$ cat src/rtl/pdp1_pkg.sv
// Shared definitions for the PDP-1 style tape reader.
// Reader FSM states and frame hole bit positions.
package pdp1_pkg;

   typedef enum logic [1:0] {
      IDLE,
      ALPHA,
      BIN,
      DONE
   } rd_state_e;

   localparam int FEED    = 9;
   localparam int BINFLAG = 8;

endpackage

$ cat src/rtl/frame_fifo.sv
// Read-ahead frame buffer for the tape reader.
// Circular, pointers one bit wider than the address.
module frame_fifo #(
   parameter int DEPTH = 4
) (
   input  logic                     clk,
   input  logic                     rst_n,
   input  logic                     clr,
   input  logic                     push,
   input  logic                     pop,
   input  logic [7:0]               din,
   output logic [7:0]               dout,
   output logic                     full,
   output logic                     empty,
   output logic [$clog2(DEPTH):0]   count
);

   localparam int AW = $clog2(DEPTH);

   logic [7:0]  mem_q [DEPTH];
   logic [7:0]  mem_d [DEPTH];
   logic [AW:0] wr_q, wr_d;
   logic [AW:0] rd_q, rd_d;

   assign count = wr_q - rd_q;
   assign full  = (count == (AW + 1)'(DEPTH));
   assign empty = (wr_q == rd_q);
   assign dout  = mem_q[rd_q[AW-1:0]];

   // Pointer and storage next-state; clear flushes by aligning pointers.
   always_comb begin
      wr_d  = wr_q;
      rd_d  = rd_q;
      mem_d = mem_q;
      if (clr) begin
         wr_d = '0;
         rd_d = '0;
      end else begin
         if (push) begin
            mem_d[wr_q[AW-1:0]] = din;
            wr_d = wr_q + 1'b1;
         end
         if (pop) begin
            rd_d = rd_q + 1'b1;
         end
      end
   end

   // Pointer registers.
   always_ff @(posedge clk or negedge rst_n) begin
      if (!rst_n) begin
         wr_q <= '0;
         rd_q <= '0;
      end else begin
         wr_q <= wr_d;
         rd_q <= rd_d;
      end
   end

   // Frame storage; contents are don't-care until written.
   always_ff @(posedge clk) begin
      mem_q <= mem_d;
   end

endmodule

$ cat src/rtl/ptr_reader.sv
// Paper tape reader: synchronises holes, buffers frames,
// and assembles alphanumeric or binary words into rb.
module ptr_reader #(
   parameter int WORD_W     = 18,
   parameter int FRAME_BITS = 6,
   parameter int FRAMES     = 3,
   parameter int DEPTH      = 4,
   parameter int PREFETCH   = 1
) (
   input  logic                      clk,
   input  logic                      reset,
   input  logic [9:1]                hole,
   input  logic                      clr,
   input  logic                      rpa,
   input  logic                      rpb,
   output logic [WORD_W-1:0]         rb,
   output logic                      rdone,
   output logic                      rcl,
   output logic                      busy,
   output logic                      overrun,
   output logic [$clog2(DEPTH):0]    count
);

   import pdp1_pkg::*;

   localparam int CW = $clog2(DEPTH) + 1;
   localparam int KW = (FRAMES > 1) ? $clog2(FRAMES) : 1;

   rd_state_e          state_q, state_d;
   logic [WORD_W-1:0]  rb_q, rb_d;
   logic [KW-1:0]      k_q, k_d;
   logic               rdone_q, rdone_d;
   logic               overrun_q, overrun_d;
   logic [9:1]         s1_q, s2_q;
   logic               feed_q;
   logic               frame_ev;
   logic               push, pop;
   logic               full, empty;
   logic [7:0]         dout;
   logic [WORD_W-1:0]  ins;

   frame_fifo #(.DEPTH(DEPTH)) u_fifo (
      .clk   (clk),
      .rst_n (reset),
      .clr   (clr),
      .push  (push),
      .pop   (pop),
      .din   (s2_q[BINFLAG:1]),
      .dout  (dout),
      .full  (full),
      .empty (empty),
      .count (count)
   );

   assign frame_ev = s2_q[FEED] & ~feed_q;
   assign busy     = (state_q != IDLE);
   assign rcl      = (count < CW'(DEPTH - 1)) && (busy || (PREFETCH == 1));
   assign rb       = rb_q;
   assign rdone    = rdone_q;
   assign overrun  = overrun_q;

   // Frame capture: a frame on a full FIFO survives only if a pop frees a slot.
   always_comb begin
      push      = !clr && frame_ev && (!full || pop);
      overrun_d = overrun_q;
      if (clr) begin
         overrun_d = 1'b0;
      end else if (frame_ev && full && !pop) begin
         overrun_d = 1'b1;
      end
   end

   // Word assembly FSM; clear wins over requests and frames.
   always_comb begin
      state_d = state_q;
      rb_d    = rb_q;
      k_d     = k_q;
      pop     = 1'b0;
      rdone_d = 1'b0;
      ins     = '0;
      ins[FRAME_BITS-1:0] = dout[FRAME_BITS-1:0];
      if (clr) begin
         state_d = IDLE;
         rb_d    = '0;
         k_d     = '0;
      end else begin
         rdone_d = (state_q == DONE);
         unique case (state_q)
            IDLE: begin
               if (rpb) begin
                  rb_d    = '0;
                  k_d     = '0;
                  state_d = BIN;
               end else if (rpa) begin
                  rb_d    = '0;
                  state_d = ALPHA;
               end
            end
            ALPHA: begin
               if (!empty) begin
                  pop       = 1'b1;
                  rb_d      = '0;
                  rb_d[7:0] = dout;
                  state_d   = DONE;
               end
            end
            BIN: begin
               if (!empty) begin
                  pop = 1'b1;
                  if (dout[BINFLAG-1]) begin
                     rb_d = (rb_q << FRAME_BITS) | ins;
                     if (k_q == KW'(FRAMES - 1)) begin
                        k_d     = '0;
                        state_d = DONE;
                     end else begin
                        k_d = k_q + 1'b1;
                     end
                  end
               end
            end
            DONE: state_d = IDLE;
            default: state_d = IDLE;
         endcase
      end
   end

   // State, synchroniser and edge-detect registers.
   always_ff @(posedge clk or negedge reset) begin
      if (!reset) begin
         state_q   <= IDLE;
         rb_q      <= '0;
         k_q       <= '0;
         rdone_q   <= 1'b0;
         overrun_q <= 1'b0;
         s1_q      <= '0;
         s2_q      <= '0;
         feed_q    <= 1'b0;
      end else begin
         state_q   <= state_d;
         rb_q      <= rb_d;
         k_q       <= k_d;
         rdone_q   <= rdone_d;
         overrun_q <= overrun_d;
         s1_q      <= hole;
         s2_q      <= s1_q;
         feed_q    <= s2_q[FEED];
      end
   end

endmodule

$ cat config.mk
export PLATFORM = sky130hd
export DESIGN_NAME = ptr_reader
export DESIGN_NICKNAME = d
export VERILOG_FILES = /design/src/rtl/pdp1_pkg.sv /design/src/rtl/frame_fifo.sv /design/src/rtl/ptr_reader.sv
export SDC_FILE = /design/constraint.sdc
export NUM_CORES = 1
export LEC_CHECK = 0
export ABC_AREA = 0
export CAP_MARGIN = 20
export CORE_MARGIN = 2
export CORE_UTILIZATION = 40
export CTS_CLUSTER_DIAMETER = 150
export DETAILED_ROUTE_END_ITERATION = 12
export GPL_TIMING_DRIVEN = 0
export PLACE_DENSITY = 0.71
export SLEW_MARGIN = 20
export SYNTH_ARGS = -nofsm -noshare
export SYNTH_HDL_FRONTEND = slang
export SYNTH_HIERARCHICAL = 1
export SYNTH_SLANG_ARGS = --single-unit
$ cat constraint.sdc
create_clock -name clk -period 6.85 [get_ports clk]
set_input_delay 0.685 -clock clk [delete_from_list [all_inputs] [get_ports clk]]
set_output_delay 0.685 -clock clk [all_outputs]
set_load 0.02 [all_outputs]
==> flow_summary.toml, run 1 <==
[outcome]
outcome = "finished, final reports clean"

[finish]
drive_above_1_share = 0.126
num-nets-final = 316
nFillCells = 696
multi_input_area_mm2 = 0.00106
fin_util = 0.504
layout_common_cells = "dfrtp_1 (49), clkdlybuf4s50_1 (37), edfxtp_1 (32), nand2_1 (19), nand3_1 (18)"
syn_to_final_growth_pct = 23.2
final_common_cell = "dfrtp_1"
seqCellArea_mm2 = 0.00219
antenna_cells = 0

[die]
dieHeight_um = 95.4
initial_utilization = 0.409
rows = 33
die_x_um = 95.4
io_pins = 39
core-area_mm2 = 0.00818
dieArea_mm2 = 0.00910

[routing]
wl_met2_mm = 2.71
drt-met1-wl_mm = 2.57
wl_per_cell_um = 14.1
met3_length_um = 263
routed_wl_mm = 5.63
postRouteAntennaNets = 0
top_layer_used = "met4"
num_vias = 1938
viasPerCell = 4.87
drt_iter0_drc = 73
drc = 0
drt-pass1-iter-count = 4

[clocking]
clockRootBuffer = "clkbuf_8"
cts.repair.resized = 0
holdBufCountCts = 0
htreeDepth = 3
clk_path_buf_depth = 2
clk_latency_ps = 350
clock-sinks = 81
clkTransAtPathRegs_ps = 80
cts_buffers = 9
cts_tree = "built"
cts_setup_buffers = 0

[setup_path]
critical_path.max_fanout = 9
worst_path_max_delay_cell = "clkdlybuf4s50_1"
path_buf_inv = 2
crit_path_end_kind = "register"
worst_path_dominant_cell_family = "simple AND/OR/NAND/NOR gates"
worst_r2r_startpoint = "u_fifo/wr_q[0]"
r2r_end = "u_fifo/mem_q[6]"
critPathArrivalTime_ps = 3230
critPathKind = "input port to register"
cp.required_ps = 6850
crit_chain = "clkdlybuf4s50_1 > clkbuf_1 > nand2b_1 > o21a_1 > nor4b_2 > nor2b_1 > and2_1"
reg2reg_slack_ps = 3650
start_kind = "input port"
rr_worst_depth = 10
slowest_delay_ps = 560

[placed_design]
port_buffers = 38
place_congestion = 0.795
dpl.hpwl_mm = 3.90

[yosys]
synth_ff_type = "dfrtp_1"
synthArstFlopShare = 0.605
synth_area_per_cell_um2 = 14.0
synth_edf_count = 32
ys_seq_elements = 81
yosysSeqAreaShare = 0.654
syn_area_mm2 = 0.00334
ys_types = 39
syn_nets = 266
ys_warn_count = 6
syn_inst = 238

[sta]
finalHoldViolations = 0
finalCritPeriodShare = 0.471
clock_skew_ps = 12.6
setup_violations = 0
min_period_ps = 3230
maxSlewViolCount = 0
worst_pin_slew_ps = 584
fin_setup_tns_ps = 0
maxSlewHeadroom = 0.609
fmax_mhz = 310
grt_setup_unrepaired = "no"
hold_slack_ps = 276

[global_routing]
grtUsageTotal = 0.144
grt_overflow = 0
antenna_found_initial = 0
grt_pass1_vias = 2006
grt_max_degree = 30
grt_pass1_wl_mm = 9.65

[power]
power_density_mw_per_mm2 = 314
p_leak_nw = 1.64
peakVddDrop_mv = 0.129

[run]
maxCapViolCount = 0

[worst_hold_path]
hold_class = "input port to asynchronous set/reset pin"
worst register-to-register path, cell delays in order, from the launching register on:
cell      delay, ps
dfrtp_1         430
inv_1           130
ha_1            160
inv_1            50
fa_1            540
nand3b_1        130
mux2i_1          70
o21a_1          140
nor4b_2         520
nor2b_1         280
and2_1          420
layout make-up:
class,instances,share of cell area
flip-flops and latches,81,0.531
multi-input cells,138,0.257
repair buffers,39,0.0960
well taps,105,0.0319
clock buffers,10,0.0310
clock inverters,6,0.0282
plain buffers,9,0.0161
inverters,10,0.00911
Yosys cell counts, drive strengths merged, types with 3 or more instances:
cell type  number  area, µm²
a21oi          17       85.1
nand2          19       71.3
buf             6       55.1
nand2b          3       18.8
inv            10       37.5
dfrtp          49       1230
ha             13        163
edfxtp         32        961
nand3          18       90.1
nand3b          9       67.6
and2            4       25.0
xnor2           3       26.3
clkbuf          3       11.3
mux2i           7       70.1
mux4            8        180
nor2           12       45.0
worst max path at each step:
stage	end	cells past startpoint	slack, ps	startpoint
final	u_fifo/mem_q[6]	7	3620	clr
after detailed placement	u_fifo/mem_q[3]	7	2890	clr
after global placement	u_fifo/mem_q[3]	7	2960	clr
after global routing	u_fifo/mem_q[6]	10	3390	u_fifo/wr_q[0]
after CTS	u_fifo/mem_q[6]	10	3240	u_fifo/wr_q[0]
after floorplan	u_fifo/mem_q[0]	10	3710	u_fifo/wr_q[0]
state kept, by name (all words and copies together) (netlist names), 2 cells and up:
| name | count |
|---|---|
| k_q | 2 |
| u_fifo/mem_q | 32 |
| s1_q | 9 |
| u_fifo/rd_q | 3 |
| rb | 18 |
| s2_q | 9 |
| state_q | 2 |
| u_fifo/wr_q | 3 |
power by group:
part / switching (mW) / internal [mW] / leakage [nW] / total, mW
Combinational: 0.201 / 0.142 / 0.595 / 0.343
Clock: 0.167 / 0.245 / 0.121 / 0.412
Sequential: 0.0168 / 0.524 / 0.926 / 0.540
Total: 0.385 / 0.910 / 1.64 / 1.30
logic make-up (layout without fill, tap and decap cells):
kind of cell	count (synthesis)	in the layout	share of synthesized area
flip-flops	81	81	0.654
AND/OR/NAND/NOR	76	76	0.121
AO/OA/AOI/OAI	29	29	0.0535
buffers and inverters	19	74	0.0311
multiplexers	15	15	0.0749
adder cells (fa/ha/maj)	14	14	0.0546
XOR/XNOR	4	4	0.0105
layer usage:
metal,up-vias,track usage
li1,949,-
met1,941,0.181
met2,43,0.229
met3,5,0.0482
met4,0,0.0607
met5,-,0
per-stage QoR:
| step | std cells | instance area, µm² | worst slack [ps] | power [mW] |
|---|---|---|---|---|
| final | 398 | 4120 | 3620 | 1.30 |
| after global routing | 398 | 4120 | 3390 | 1.37 |
| after global placement | 381 | 3850 | 2960 | 0.888 |
| after floorplan | 238 | 3340 | 3710 | 0.796 |
| after detailed placement | 382 | 3870 | 2890 | 0.894 |
| after CTS | 398 | 4110 | 3240 | 1.31 |
(Power assumes the default switching activity.)
==> run 2: changes to the inputs <==
--- a/config.mk
+++ b/config.mk
@@ -12,7 +12,7 @@
 export CTS_CLUSTER_DIAMETER = 150
 export DETAILED_ROUTE_END_ITERATION = 12
 export GPL_TIMING_DRIVEN = 0
-export PLACE_DENSITY = 0.71
+export PLACE_DENSITY = 0.74
 export SLEW_MARGIN = 20
 export SYNTH_ARGS = -nofsm -noshare
 export SYNTH_HDL_FRONTEND = slang
==> constraint.sdc (replaced) <==
create_clock -name clk -period 2.79 [get_ports clk]
set_input_delay 0.279 -clock clk [delete_from_list [all_inputs] [get_ports clk]]
set_output_delay 0.279 -clock clk [all_outputs]
set_load 0.02 [all_outputs]
==> run 2 against run 1 <==
Compared with the run above: die area is the same; setup slack lost 3500 ps; sequential power grew 150%; sequential share of layout area shrank 0.75 points; non-clock buffer count grew 5; critical path depth grew 3; combinational power grew 150%; wire length grew 4.0%; core utilization grew 0.72 points; register-to-register slack lost 3500 ps.
==> flow_summary.toml, run 2 (synthesized netlist as in run 1, its figures left out) <==
[finish]
final_common_cell = "dfrtp_1"
top_register = "u_fifo/mem_q"
num-nets-final = 321
syn_to_final_growth_pct = 25.0
largest_reg_flops = 32
nFillCells = 705
antenna_cells = 0
layout_common_cells = "dfrtp_1 (49), clkdlybuf4s50_1 (36), edfxtp_1 (32), nand2_1 (19), nand3_1 (18)"
drive_above_1_share = 0.164

[setup_path]
start_kind = "register"
critPathKind = "register to register"
crit_chain = "inv_2 > ha_1 > inv_1 > fa_2 > nand3b_1 > mux2i_1 > o21a_1 > nor4b_4 > nor2b_4 > and2_4"
path_buf_inv = 2
critical_path.max_fanout = 8
worst_path_dominant_cell_family = "simple AND/OR/NAND/NOR gates"
slowest_delay_ps = 550
cp.required_ps = 2840
crit_path_end_kind = "register"
critPathArrivalTime_ps = 2720
worst_path_max_delay_cell = "fa_2"

[power]
power_density_mw_per_mm2 = 745
p_leak_nw = 1.67
power_mw = 3.11
peakVddDrop_mv = 0.463

[clocking]
clock-sinks = 81
cts_tree = "built"
clk_path_buf_depth = 2
clk_latency_ps = 350
clkTransAtPathRegs_ps = 80
clockRootBuffer = "clkbuf_8"
htreeDepth = 3
cts_buffers = 9

[global_routing]
grt_pass1_wl_mm = 9.75
grt_max_degree = 30
antenna_found_initial = 0
grtUsageTotal = 0.142
grt_pass1_vias = 1985
grt_overflow = 0

[run]
maxCapViolCount = 0

[die]
dieArea_mm2 = 0.00910
initial_utilization = 0.409
dieHeight_um = 95.4
rows = 33
die_x_um = 95.4
core-area_mm2 = 0.00818
io_pins = 39

[routing]
postRouteAntennaNets = 0
drt_iter0_drc = 67
wl_met2_mm = 2.97
viasPerCell = 4.80
routed_wl_mm = 5.85
drt-pass1-iter-count = 4
drt-met1-wl_mm = 2.65
top_layer_used = "met4"
drc = 0
num_vias = 1933
met3_length_um = 223
wl_per_cell_um = 14.5

[outcome]
outcome = "finished, final reports clean"

[sta]
setup_violations = 0
min_period_ps = 2670
maxSlewHeadroom = 0.659
worst_pin_slew_ps = 511
fmax_mhz = 375
maxSlewViolCount = 0
finalCritPeriodShare = 0.957
clock_skew_ps = 8.89
fin_setup_tns_ps = 0
finalHoldViolations = 0
layout_setup_ws_ps = 121

[placed_design]
dpl.hpwl_mm = 3.95
port_buffers = 38
place_congestion = 0.801
post-place-ws_ps = -191

[worst_hold_path]
hold_class = "register to register"
==> run 2: cell types whose count changed in the layout (fill, tap and decap cells not counted), moves of 2 or more <==
cell / previous run / this run
bufinv_16: 3 / 1
clkinv_4: 2 / 0
and2_1: 4 / 0
and2_4: 0 / 4
buf_4: 1 / 6
==> run 2: per-layer routing <==
layer  global-route usage  vias up
li1                     -      959
met1                0.181      932
met2                0.238       40
met3               0.0498        2
met4               0.0298        0
met5                    0        -
==> run 2: worst reg2reg max path, cell delays in order (launching register included) <==
cell	delay (ps)
dfrtp_1	440
inv_2	110
ha_1	150
inv_1	50
fa_2	560
nand3b_1	120
mux2i_1	70
o21a_1	150
nor4b_4	260
nor2b_4	230
and2_4	250
==> run 2: path summary, 6_finish.rpt <==
kind                           startpoint               end  slack [ps]  cells past startpoint
max                        u_fifo/wr_q[0]  u_fifo/mem_q[21]         120                     10
min                               s1_q[6]           s2_q[6]         350                      0
max reg2reg                u_fifo/wr_q[0]  u_fifo/mem_q[21]         120                     10
min reg2reg                       s1_q[6]           s2_q[6]         350                      0
max in group asynchronous           reset        state_q[1]        1820                      3
min in group asynchronous           reset           s1_q[4]         420                      2
==> run 2: power by group <==
group          switching, mW  total (mW)  leakage [nW]  internal [mW]
Sequential            0.0412        1.33         0.926           1.29
Clock                  0.436       0.940         0.114          0.505
Combinational          0.490       0.846         0.628          0.356
==> run 2: area by class of cell <==
cell class / instances / area, µm² / share of cell area
multi-input combinational: 138 / 1090 / 0.260
timing repair buffer: 44 / 438 / 0.105
sequential: 81 / 2190 / 0.523
inverter: 10 / 37.5 / 0.00898
tap: 105 / 131 / 0.0314
clock buffer: 11 / 163 / 0.0389
buffer: 9 / 68.8 / 0.0165
clock inverter: 5 / 66.3 / 0.0159
==> run 2: per-stage QoR <==
stage	hold WS (ps)	area (µm²)	util	std cells
after global placement	332	3870	0.474	381
after global routing	341	4180	0.511	403
final	352	4180	0.511	403
after CTS	344	4150	0.508	400
after detailed placement	277	3890	0.476	382
after floorplan	-16.6	3360	-	238
==> run 2: repair_timing <==
item	4_1_cts	5_1_grt
setup buffers	1	3
setup endpoints to repair	32	34
pin swaps	1	2
resized for setup	7	3
hold buffers	1	0
endpoints found under the hold margin	20	0
